**config.mk**
```make
export PLATFORM = sky130hd
export DESIGN_NAME = fetch_stage_flat
export DESIGN_NICKNAME = d
export VERILOG_FILES = /design/src/rtl/fetch_stage_pkg.sv /design/src/rtl/fetch_stage_if.sv /design/src/rtl/fd_pipe_reg.sv /design/src/rtl/fetch_stage.sv /design/src/flat_wrapper.sv
export SDC_FILE = /design/constraint.sdc
export NUM_CORES = 1
export LEC_CHECK = 0
export CAP_MARGIN = 15
export CORE_MARGIN = 2
export CORE_UTILIZATION = 30
export CTS_CLUSTER_SIZE = 25
export DETAILED_ROUTE_END_ITERATION = 10
export SYNTH_ARGS = -nofsm -noshare
export SYNTH_HDL_FRONTEND = slang
export SYNTH_SLANG_ARGS = --single-unit
```
**constraint.sdc**
```tcl
create_clock -name clk -period 1.9 [get_ports clk]
set_input_delay 0.475 -clock clk [delete_from_list [all_inputs] [get_ports clk]]
set_output_delay 0.475 -clock clk [all_outputs]
set_load 0.01 [all_outputs]
```
**src/rtl/fetch_stage_pkg.sv**
```systemverilog
// Shared constants for the fetch stage: RV32 opcode field values, bubble encoding, FSM states.
package fetch_stage_pkg;

    // Opcode constants are D_inst[6:2]; the low two bits are always 2'b11 for RV32I.
    localparam logic [4:0] OP_R_TYPE = 5'b01100;
    localparam logic [4:0] OP_I_TYPE = 5'b00100;
    localparam logic [4:0] OP_LOAD   = 5'b00000;
    localparam logic [4:0] OP_JALR   = 5'b11001;
    localparam logic [4:0] OP_S_TYPE = 5'b01000;
    localparam logic [4:0] OP_B_TYPE = 5'b11000;
    localparam logic [4:0] OP_JAL    = 5'b11011;
    localparam logic [4:0] OP_LUI    = 5'b01101;
    localparam logic [4:0] OP_AUIPC  = 5'b00101;

    localparam logic [31:0] DEFAULT_NOP_INST = 32'h0000_0013;

    typedef enum logic {
        StFetch,
        StHeld
    } fetch_state_e;

endpackage

```
**src/rtl/fetch_stage_if.sv**
```systemverilog
// Instruction-memory request/response bus between the fetch stage and memory.
interface fetch_stage_if;
    logic        im_req;
    logic [31:0] im_addr;
    logic        im_ready;
    logic [31:0] im_rdata;

    modport master (
        output im_req,
        output im_addr,
        input  im_ready,
        input  im_rdata
    );

    modport slave (
        input  im_req,
        input  im_addr,
        output im_ready,
        output im_rdata
    );
endinterface

```
**src/rtl/fd_pipe_reg.sv**
```systemverilog
// Fetch/decode pipeline register: load a new word, insert a bubble (PC kept), or hold.
module fd_pipe_reg #(
    parameter logic [31:0] NOP_INST = 32'h0000_0013
) (
    input  logic        clk,
    input  logic        rst,
    input  logic        i_load,
    input  logic        i_bubble,
    input  logic [31:0] i_pc,
    input  logic [31:0] i_inst,
    output logic [31:0] o_pc,
    output logic [31:0] o_inst,
    output logic        o_valid
);

    logic [31:0] r_pc;
    logic [31:0] r_inst;
    logic        r_valid;

    always_ff @(posedge clk or negedge rst) begin
        if (!rst) begin
            r_pc    <= 32'h0;
            r_inst  <= NOP_INST;
            r_valid <= 1'b0;
        end else if (i_load) begin
            r_pc    <= i_pc;
            r_inst  <= i_inst;
            r_valid <= 1'b1;
        end else if (i_bubble) begin
            r_inst  <= NOP_INST;
            r_valid <= 1'b0;
        end
    end

    assign o_pc    = r_pc;
    assign o_inst  = r_inst;
    assign o_valid = r_valid;

endmodule

```
**src/rtl/fetch_stage.sv**
```systemverilog
// In-order fetch stage with a one-entry skid buffer so a word accepted under stall is not lost.
module fetch_stage
    import fetch_stage_pkg::*;
#(
    parameter logic [31:0] RESET_PC = 32'h0000_0000,
    parameter logic [31:0] NOP_INST = DEFAULT_NOP_INST
) (
    input  logic                 clk,
    input  logic                 rst,
    fetch_stage_if.master        im,
    input  logic                 next_pc_sel,
    input  logic [31:0]          jb_target,
    input  logic                 stall,
    output logic [31:0]          D_pc,
    output logic [31:0]          D_inst,
    output logic                 D_valid,
    output logic [4:0]           opcode,
    output logic [2:0]           func3,
    output logic                 func7,
    output logic [4:0]           rd,
    output logic [4:0]           rs1,
    output logic [4:0]           rs2,
    output logic                 fetch_busy
);

    fetch_state_e r_state;
    logic [31:0]  r_pc;
    logic [31:0]  r_skid_pc;
    logic [31:0]  r_skid_inst;

    logic        w_accept;
    logic        w_load;
    logic        w_bubble;
    logic [31:0] w_load_pc;
    logic [31:0] w_load_inst;
    logic [31:0] w_redirect_pc;

    assign im.im_req      = (r_state == StFetch) && rst;
    assign im.im_addr     = r_pc;
    assign w_accept       = im.im_req && im.im_ready;
    assign w_redirect_pc  = jb_target & 32'hFFFF_FFFC;

    always_comb begin
        w_load      = 1'b0;
        w_bubble    = 1'b0;
        w_load_pc   = r_skid_pc;
        w_load_inst = r_skid_inst;
        if (next_pc_sel) begin
            w_bubble = 1'b1;
        end else if (r_state == StFetch) begin
            if (w_accept && !stall) begin
                w_load      = 1'b1;
                w_load_pc   = r_pc;
                w_load_inst = im.im_rdata;
            end else if (!w_accept && !stall) begin
                w_bubble = 1'b1;
            end
        end else if (!stall) begin
            w_load = 1'b1;
        end
    end

    // Redirect wins over everything; an im_ready in the same cycle is dropped.
    always_ff @(posedge clk or negedge rst) begin
        if (!rst) begin
            r_state     <= StFetch;
            r_pc        <= RESET_PC;
            r_skid_pc   <= 32'h0;
            r_skid_inst <= 32'h0;
        end else if (next_pc_sel) begin
            r_state     <= StFetch;
            r_pc        <= w_redirect_pc;
            r_skid_pc   <= 32'h0;
            r_skid_inst <= 32'h0;
        end else begin
            unique case (r_state)
                StFetch: begin
                    if (w_accept) begin
                        r_pc <= r_pc + 32'd4;
                        if (stall) begin
                            r_skid_pc   <= r_pc;
                            r_skid_inst <= im.im_rdata;
                            r_state     <= StHeld;
                        end
                    end
                end
                StHeld: begin
                    if (!stall) begin
                        r_state <= StFetch;
                    end
                end
                default: r_state <= StFetch;
            endcase
        end
    end

    fd_pipe_reg #(
        .NOP_INST (NOP_INST)
    ) u_fd_pipe_reg (
        .clk      (clk),
        .rst      (rst),
        .i_load   (w_load),
        .i_bubble (w_bubble),
        .i_pc     (w_load_pc),
        .i_inst   (w_load_inst),
        .o_pc     (D_pc),
        .o_inst   (D_inst),
        .o_valid  (D_valid)
    );

    assign opcode     = D_inst[6:2];
    assign func3      = D_inst[14:12];
    assign func7      = D_inst[30];
    assign rd         = D_inst[11:7];
    assign rs1        = D_inst[19:15];
    assign rs2        = D_inst[24:20];
    assign fetch_busy = (r_state == StHeld);

endmodule

```
**src/flat_wrapper.sv**
```systemverilog
// flat-port wrapper written by rule: the top's interface ports become plain ports
module fetch_stage_flat import fetch_stage_pkg::*;
#(
    parameter logic [31:0] RESET_PC = 32'h0000_0000,
    parameter logic [31:0] NOP_INST = DEFAULT_NOP_INST
)
  (clk, rst, next_pc_sel, jb_target, stall, D_pc, D_inst, D_valid, opcode, func3, func7, rd, rs1, rs2, fetch_busy, im_im_req, im_im_addr, im_im_ready, im_im_rdata);
  fetch_stage_if im_i ();
  input  logic clk;
  input  logic rst;
  input  logic next_pc_sel;
  input  logic [31:0] jb_target;
  input  logic stall;
  output logic [31:0] D_pc;
  output logic [31:0] D_inst;
  output logic D_valid;
  output logic [4:0] opcode;
  output logic [2:0] func3;
  output logic func7;
  output logic [4:0] rd;
  output logic [4:0] rs1;
  output logic [4:0] rs2;
  output logic fetch_busy;
  output wire logic [$bits(im_i.im_req)-1:0] im_im_req;
  output wire logic [$bits(im_i.im_addr)-1:0] im_im_addr;
  input wire logic [$bits(im_i.im_ready)-1:0] im_im_ready;
  input wire logic [$bits(im_i.im_rdata)-1:0] im_im_rdata;
  assign im_im_req = im_i.im_req;
  assign im_im_addr = im_i.im_addr;
  assign im_i.im_ready = im_im_ready;
  assign im_i.im_rdata = im_im_rdata;
  fetch_stage #(.RESET_PC(RESET_PC), .NOP_INST(NOP_INST)) u_core (.clk(clk), .rst(rst), .im(im_i), .next_pc_sel(next_pc_sel), .jb_target(jb_target), .stall(stall), .D_pc(D_pc), .D_inst(D_inst), .D_valid(D_valid), .opcode(opcode), .func3(func3), .func7(func7), .rd(rd), .rs1(rs1), .rs2(rs2), .fetch_busy(fetch_busy));
endmodule
```
==> results of run 1 <==
-- cells in the final DEF, fill, tap and decap left out, types with 8 or more instances in the layout --
master           synthesis  routed
clkdlybuf4s50_1          0     148
mux2i_1                 34      34
buf_12                   0       9
a211oi_1                 9       9
dlygate4sd2_1            0      30
nor2_1                  26      24
nand4_1                 29      29
dfrtp_1                155     148
o22ai_1                 30      30
nand2_1                141     140
buf_4                   27      74
o21ai_0                 76      76
inv_1                    8       8
clkbuf_16                0      17
nand3_1                  8       8
nor3_1                  15      13
a22o_1                  33      33
-- metrics by stage --
stage          TNS [ns]  area, sq um  total power, mW   util  hold WS (ns)
2_1_floorplan   -0.0388         7180             4.33      -         0.179
3_3_place_gp     -19.49         9760             5.22  0.416         0.433
3_5_place_dp     -22.07         9760             5.23  0.416         0.438
4_1_cts         -0.0152        10300             8.43  0.440         0.171
5_1_grt          -0.110        10400             8.73  0.441         0.194
6_report       -0.00298        10400             8.32  0.441         0.163
-- area by class of cell --
type | instances | area, sq um
Timing Repair Buffer | 271 | 2590
Sequential cell | 158 | 3970
Fill cell | 2290 | 13100
Clock inverter | 11 | 67.6
Clock buffer | 21 | 470
Multi-Input combinational cell | 473 | 2830
Tap cell | 319 | 399
Inverter | 8 | 30.0
-- per-layer routing --
| metal | up-vias | wire [um] | global-route usage |
|---|---|---|---|
| li1 | 2972 | - | - |
| met1 | 3052 | 10300 | 0.252 |
| met2 | 159 | 10100 | 0.274 |
| met3 | 15 | 981 | 0.0343 |
| met4 | 0 | 314 | 0.0498 |
| met5 | - | 0 | 0 |
-- power breakdown --
part | internal [mW] | total (mW) | switching, mW
Sequential | 3.59 | 3.72 | 0.135
Combinational | 0.701 | 1.43 | 0.727
Clock | 1.76 | 3.17 | 1.41
Total | 6.05 | 8.32 | 2.27
-- worst paths after layout --
path / start / to / slack [ns] / depth (start not counted)
max in group asynchronous: rst / u_core.im.im_addr[3] / 0.76 / 3
hold reg to reg: u_core.r_skid_pc[20] / u_core.r_skid_pc[20] / 0.47 / 2
setup / recovery: u_core.im.im_addr[2] / u_core.im.im_addr[28] / -0.003 / 6
setup reg to reg: u_core.im.im_addr[2] / u_core.im.im_addr[28] / -0.003 / 6
min in group clk: u_core.r_skid_pc[20] / u_core.r_skid_pc[20] / 0.47 / 2
hold / removal: rst / u_core.r_skid_pc[11] / 0.16 / 2
-- critical path: stages (launching register included) --
cell	delay (ns)
dfrtp_2	0.39
ha_4	0.14
and4b_2	0.28
nand4_4	0.13
or4_4	0.53
or2_0	0.22
a31oi_1	0.14
-- cell families (layout without fill, tap and decap cells) --
group | count (synthesis) | after routing
other | 1 | 2
muxes | 35 | 35
AOI/OAI and AO/OA | 181 | 181
DFF | 158 | 158
xor gates and xnor gates | 6 | 6
and+or+nand+nor | 248 | 248
buffers and inverters | 89 | 311
adders and majority gates | 1 | 1
-- sequential cells by signal (all words and copies together) (netlist names) --
name and flops:
u_core.r_skid_inst 32, u_core.u_fd_pipe_reg.o_inst 32, u_core.r_skid_pc 31, u_core.u_fd_pipe_reg.o_pc 31
u_core.im.im_addr 30, u_core.fetch_busy 1, u_core.u_fd_pipe_reg.o_valid 1
-- repair_timing --
action,4_1_cts,5_1_grt
endpoints found under the setup margin,35,13
pin swaps,2,2
gates resized for setup,37,11
hold buffers,1,0
buffers inserted,4,0
cloned,0,0
endpoints found under the hold margin,4,0
==> summary.md, run 1 <==
In the synthesized netlist, the cells that appear most often are dfrtp_1, nand2_1, o21ai_0. The run gives 0 as the total number of yosys warnings. Yosys attributes the largest share of cell area to dfrtp_1, nand2_1, o21ai_0, mux2i_1, a22o_1.

Async set or reset register ratio after synthesis: 1.00. The count of inserted antenna diode cells came out at 0. The level count of the clock H-tree is 4, and the measured slew at the worst slew-check pin is 0.549 ns. After the first detailed-routing iteration, the DRC count stood at 353.

Clock-pin slew was measured on the worst setup and hold paths at 0.06 ns. Post-placement worst setup slack: -0.387 ns. The setup-violating endpoint count in the final report was 1. Counting every sink on the clock net gives 158. Max-cap violations in this run came to 0. The final count of pins violating max slew came out at 0. The standard cell core area came out at 23500 sq um. The headroom to the max-slew limit was 0.634. TritonCTS built the clock tree. The detail route stage leaves a number of antenna-violating nets equal to 0.

Share of post-route cells with drive strength above 1: 0.154. Number of global-route vias before repair: 5996. Total vias in the final route: 6198. The combinational family with the most area after synthesis was compound AO/OA/AOI/OAI gates.

For the static power due to leakage, the log shows 4.59 nW. The maximum count of clock buffers along a single path is 2, and the I/O pin count is 192. The kind of path behind the tightest hold check was in -> async.

The fraction of post-synthesis cell area in the top cell type by area is 0.541. Setup repair after global routing could not meet its margin everywhere. Dividing the detail-routed wire length by the instance count gives 17.2 um.

The run gives 17 as the number of buffers inserted during clock tree synthesis. STA puts the critical path data arrival time at 2.24 ns. The dominant register cell in the synthesized netlist is dfrtp_1. The die outline area is 25100 sq um. Counting flops and latches in the post-synthesis netlist gives 158. The part of the cycle the worst path needs works out to 1.00.

The latest clock arrival within the worst-skew pair was 0.42 ns; the final standard cell count with taps included and fillers excluded was 1261. The total iterations of the first detailed-routing run is 4, and the worst path required time is 2.24 ns. From bottom edge to top edge, the die measures 159 um. The count of endpoints failing hold in the final timing report came out at 0. The logs give 0.177 for the total routing usage reported by global routing and 999 for the number of nets in the layout. The die is 159 um wide. After legalization and detailed placement, the total HPWL measured 14.9 mm. Category of the critical setup timing path: reg -> reg. The parity-gate share of the synthesized area counting xor and xnor cells was 0.00733. The logs give 0 for the initial antenna violation count and 34.0 mm for the global-route wire length before repair.

The flow ran to the end, but the final reports show violations. The final worst-path setup slack is -0.00298 ns, and the number of enable-type register cells in the synthesized netlist is 0. The unique cell type count in the Yosys netlist came out at 56. Maximum achievable frequency: 0.525 GHz.

The aggregate global routing overflow was 0. The shortest clock period the worst path allows after layout was 1.90 ns; the final setup skew was 0.00672 ns. Entering global routing, the biggest net connects 72 pins.

In this run the tool buffered the top-level ports with 187 buffer cells. The sequential share of the synthesized area came out at 0.552. In the routed design, unresolved DRC markers number 0. From synthesis to final layout, the design area changed by 44.5%. The power density relative to cell area is 803 nW/um^2. The tools report the root buffer cell as clkbuf_16.

The worst setup path is captured at a flip-flop. The checks that failed: setup timing. The initial standard-cell utilization of the core is 0.305, and the weighted congestion reported at the end of routability-driven placement is 0.803.

The most frequently used cell type in the post-synthesis netlist is dfrtp_1. The post-placement cell count is 1224, and the adder and majority cell fraction of the synthesized area is 0.00175. After detailed routing, the number of vias per cell comes to 4.92.

Synthesis produced a netlist whose cell count is 719. Summed over all instances, the cell type with the most area after synthesis is dfrtp_1. Average size of a mapped cell: 9.97 sq um.

The simple logic cell fraction of the synthesized area is 0.161. The post-synthesis instance area is 7170 sq um, and the maximum net fanout on the critical path is 4. STA classifies the critical path startpoint as a flip-flop.

Multiplexer fraction of the synthesized cell area: 0.0490. The synthesized-area fraction occupied by ao, oa, aoi and oai cells is 0.164. The floorplan has 56 rows. The routed design has 21.7 mm of wire. The worst-case IR drop observed on VDD is 0.389 mV.
No activity file was read; power rests on OpenSTA's default activity.
==> inputs of run 2 (changes only) <==
--- a/config.mk
+++ b/config.mk
@@ -5,6 +5,7 @@
 export SDC_FILE = /design/constraint.sdc
 export NUM_CORES = 1
 export LEC_CHECK = 0
+export ABC_AREA = 1
 export CAP_MARGIN = 15
 export CORE_MARGIN = 2
 export CORE_UTILIZATION = 30
==> run 2 against run 1 <==
Effect of this change:
- the run now ends clean
- critical endpoint is now im_im_addr[20]
- largest cell class unchanged
- worst hold slack worse by 0.051 ns
- critical path type is now reg -> out
- clock power is 16% higher
- via count is 16% higher
==> summary.md, run 2 <==
Layout filler cell count: 2639 (was 2290). For the I/O pin count, the log shows 192 (unchanged). The share of post-route cells with drive strength above 1 came out at 0.119 (was 0.154).

TritonCTS built the clock tree. The total number of yosys warnings was 0 (unchanged); the routed wirelength normalized by instance count was 15.1 um (was 17.2 um). The tools report the HPWL after detailed placement as 15.6 mm (was 14.9 mm). The part of the cycle the worst path needs was 0.973 (was 1.00); the total iterations of the first detailed-routing run was 5 (was 4). For the maximum achievable frequency, the log shows 0.541 GHz (was 0.525 GHz). The run gives 5.17 nW (was 4.59 nW) as the static power due to leakage.

The final standard cell count with taps included and fillers excluded is 1524 (was 1261). The number of placement rows came out at 59 (was 56). Most numerous cell types in the synthesized netlist: nand2_1, dfrtp_1, o21ai_0 (was dfrtp_1, nand2_1, o21ai_0). The run gives 0 (unchanged) as the DRC violation count after routing.

The pin count of the biggest net entering global routing is 134 (was 72). The total vias in the final route came out at 7218 (was 6198). The die height is 166 um (was 159 um). The multiplexer fraction of the synthesized cell area works out to 0.00126 (was 0.0490). The post-synthesis instance area was 7920 sq um (was 7170 sq um); the initial standard-cell utilization of the core was 0.305 (about the same).

The power density relative to cell area works out to 875 nW/um^2 (was 803 nW/um^2). The port buffer count works out to 187 (unchanged). The tools report the type of element launching the critical path as a flip-flop (unchanged).

For the sequential share of the synthesized area, the log shows 0.500 (was 0.552). The tools report the die outline area as 27700 sq um (was 25100 sq um). The maximum net fanout on the critical path is 5 (was 4).

The vias per cell was 4.74 (was 4.92). The global-route wire length before repair was 38.1 mm (was 34.0 mm). The most common cell after layout, fill and taps aside is nand2_1.

For the final setup skew, the log shows 0.00740 ns (was 0.00672 ns). The tools report the latest clock arrival within the worst-skew pair as 0.42 ns (about the same). The synthesized-area fraction occupied by ao, oa, aoi and oai cells was 0.158 (was 0.164); the level count of the clock H-tree was 4 (unchanged). The average size of a mapped cell came out at 7.96 sq um (was 9.97 sq um). The logs give -0.221 ns (was -0.387 ns) for the post-placement worst setup slack and 0 (unchanged) for the reported max-cap violation count.

Critical-path cell list: clkdlybuf4s50_1 (was ha_4, and4b_2, nand4_4, or4_4, or2_0, a31oi_1). The tools report the root buffer cell as clkbuf_16 (unchanged). The number of sinks on the clock net is 158 (unchanged), and the buffers plus inverters on the worst setup path is 1 (was 0).

The adder and majority cell fraction of the synthesized area is 0.00158 (was 0.00175), and the parity-gate share of the synthesized area counting xor and xnor cells is 0 (was 0.00733). Largest cells by area after synthesis: dfrtp_1, nand2_1, o21ai_0, nand3_1, inv_1 (was dfrtp_1, nand2_1, o21ai_0, mux2i_1, a22o_1). Number of global-route vias before repair: 7034 (was 5996).

Category of the critical setup timing path: reg -> out (was reg -> reg). Total routing usage reported by global routing: 0.170 (was 0.177). The combinational family with the most area after synthesis was simple AND/OR/NAND/NOR gates (was compound AO/OA/AOI/OAI gates). The async set or reset register ratio after synthesis came out at 1.00 (unchanged). The die width works out to 166 um (was 159 um).

Shortest clock period the worst path allows after layout: 1.85 ns (was 1.90 ns). The tools report the aggregate global routing overflow as 0 (unchanged). Setup repair after global routing left no endpoint under its margin. Fraction of the core area covered by cells at the end of the flow: 0.422 (was 0.441). The run gives 1.42 ns (was 2.24 ns) as the worst path required time. The number of buffers inserted during clock tree synthesis was 17 (unchanged). The critical path's largest stage delay was 0.55 ns (was 0.53 ns).

Residual antenna-violating net count after detailed routing: 0 (unchanged). The most frequently used cell type in the post-synthesis netlist is nand2_1 (was dfrtp_1). The unique cell type count in the Yosys netlist is 36 (was 56), and the critical path data arrival time is 1.37 ns (was 2.24 ns).

The maximum vdd ir drop is 0.480 mV (was 0.389 mV), and the post-placement cell count is 1478 (was 1224). The run gives 0 (unchanged) as the count of inserted antenna diode cells. The number of nets in the layout is 1246 (was 999), and the fraction of post-synthesis cell area in the top cell type by area is 0.490 (was 0.541). The dominant cell type by area after synthesis was dfrtp_1 (unchanged). The measured slew at the worst slew-check pin was 0.747 ns (was 0.549 ns). The setup slack of the most critical reg-to-reg path was 0.16 ns (was -0.003 ns). The standard cell core area is 26000 sq um (was 23500 sq um). The initial antenna violation count came out at 2 (was 0). The slowest cell on the critical path is clkdlybuf4s50_1 (was or4_4).

Cell depth of the worst flop-to-flop path: 9 (was 6). The kind of cell with the highest combined delay on the critical path was buffers and inverters (was simple AND/OR/NAND/NOR gates). For the final routed wirelength across all metal layers, the log shows 22.9 mm (was 21.7 mm). Endpoint of the lowest-slack register-to-register path: u_core.im.im_addr[28] (unchanged).

The logs give 3980 sq um (was 3970 sq um) for the combined flip-flop and latch cell area and 2 (unchanged) for the maximum count of clock buffers along a single path. The dominant register cell in the synthesized netlist was dfrtp_1 (unchanged). The final count of pins violating max slew came out at 0 (unchanged). The multi-input gate area in the final layout is 3090 sq um (was 2830 sq um). Final worst-path setup slack: 0.0519 ns (was -0.00298 ns). The logs give 0.502 (was 0.634) for the headroom to the max-slew limit and 0 (was 1) for the setup-violating endpoint count in the final report. The clock-pin slew on the worst setup and hold paths came out at 0.07 ns (was 0.06 ns).

The simple logic cell fraction of the synthesized area works out to 0.229 (was 0.161). The run gives 643 (was 353) as the DRC marker count from the first detailed-route iteration. Number of enable-type register cells in the synthesized netlist: 0 (unchanged).

The run gives 995 (was 719) as the gate count after technology mapping. The kind of path behind the tightest hold check is in -> async (unchanged). The weighted congestion reported at the end of routability-driven placement came out at 0.870 (was 0.803). Highest-count cells in the layout ignoring fill and taps: nand2_1, clkdlybuf4s50_1, o21ai_0 (was clkdlybuf4s50_1, dfrtp_1, nand2_1).

The run finished with clean final reports. The post-synthesis register bit count was 158 (unchanged). The tools report the type of element capturing the critical path as an output pin (was a flip-flop).

The synthesis-to-finish area growth works out to 38.4% (was 44.5%). The tools report the count of endpoints failing hold in the final timing report as 0 (unchanged). The tools report the source of the worst register-to-register timing path as u_core.im.im_addr[2] (unchanged).
[run 2: cell types whose count changed after synthesis, moves of 33 or more]
cell | previous run | this run
mux2i_1 | 34 | 1
a22o_1 | 33 | 0
o21ai_0 | 76 | 144
a21oi_1 | 4 | 63
nand3_1 | 8 | 79
nand2_1 | 141 | 249
inv_1 | 8 | 93
[run 2: how the worst max path moves through the flow]
stage	start	to	slack, ns	depth (start not counted)
3_3_place_gp	im_im_ready	u_core.r_skid_inst[5]	-0.18	7
5_1_grt	u_core.u_fd_pipe_reg.o_inst[6]	D_inst[6]	0.002	1
2_1_floorplan	u_core.im.im_addr[3]	u_core.im.im_addr[24]	0.38	8
6_report	u_core.im.im_addr[20]	im_im_addr[20]	0.05	1
3_5_place_dp	im_im_ready	u_core.r_skid_inst[23]	-0.22	7
4_1_cts	u_core.u_fd_pipe_reg.o_pc[9]	D_pc[9]	0.001	1
[run 2: power breakdown]
group	total [mW]	switching, mW	internal, mW
combinational	1.94	1.02	0.918
clock	3.68	1.55	2.12
sequential	3.97	0.241	3.73
total	9.59	2.82	6.77
[run 2: cell families after synthesis]
logic type | Yosys count
AO/OA/AOI/OAI | 245
adder cells (fa/ha/maj) | 1
buffers and inverters | 182
flip-flops | 158
multiplexers | 1
other | 1
AND/OR/NAND/NOR | 407
[run 2: worst reg2reg max path, cell delays in order, from the launching register on]
cell,delay [ns]
dfrtp_1,0.36
buf_4,0.14
ha_1,0.19
nand3_1,0.17
nor2_4,0.19
nand3_4,0.17
nor2_4,0.19
nand3_1,0.09
nand3_1,0.09
nand2_1,0.05
[run 2: what timing repair did]
item,CTS,global route
buffers inserted,11,3
hold endpoints to repair,0,0
hold buffers,0,0
resized for setup,41,11
setup endpoints to repair,35,14
[run 2: area by class of cell]
type                       instances  area share
clock inverter                    15      0.0183
multi-input combinational        656       0.282
sequential                       158       0.364
timing repair buffer             244       0.225
clock buffer                      17      0.0388
tap                              335      0.0383
inverter                          99      0.0339
[run 2: through the flow]
step | hold slack (ns) | power, mW | instance area (sq um) | setup TNS (ns)
after global routing | 0.122 | 10.1 | 11000 | 0
after CTS | 0.109 | 9.71 | 10900 | 0
final | 0.112 | 9.59 | 11000 | 0
after detailed placement | 0.464 | 5.94 | 10200 | -15.99
after global placement | 0.466 | 5.92 | 10200 | -11.26
after floorplan | 0.179 | 4.86 | 7920 | 0
[run 2: routing by layer]
metal | track usage | up-vias | share of wire
met2 | 0.255 | 212 | 0.44
met5 | 0 | - | 0.0014
met1 | 0.242 | 3399 | 0.48
li1 | - | 3579 | -
met4 | 0.0394 | 4 | 0.010
met3 | 0.0504 | 24 | 0.069
==> inputs of run 3 (changes only) <==
--- a/config.mk
+++ b/config.mk
@@ -9,6 +9,7 @@
 export CAP_MARGIN = 15
 export CORE_MARGIN = 2
 export CORE_UTILIZATION = 30
+export CTS_CLUSTER_DIAMETER = 200
 export CTS_CLUSTER_SIZE = 25
 export DETAILED_ROUTE_END_ITERATION = 10
 export SYNTH_ARGS = -nofsm -noshare
==> results of run 3 <==
No change in the layout: final DEF, timing and power equal those of run 2.
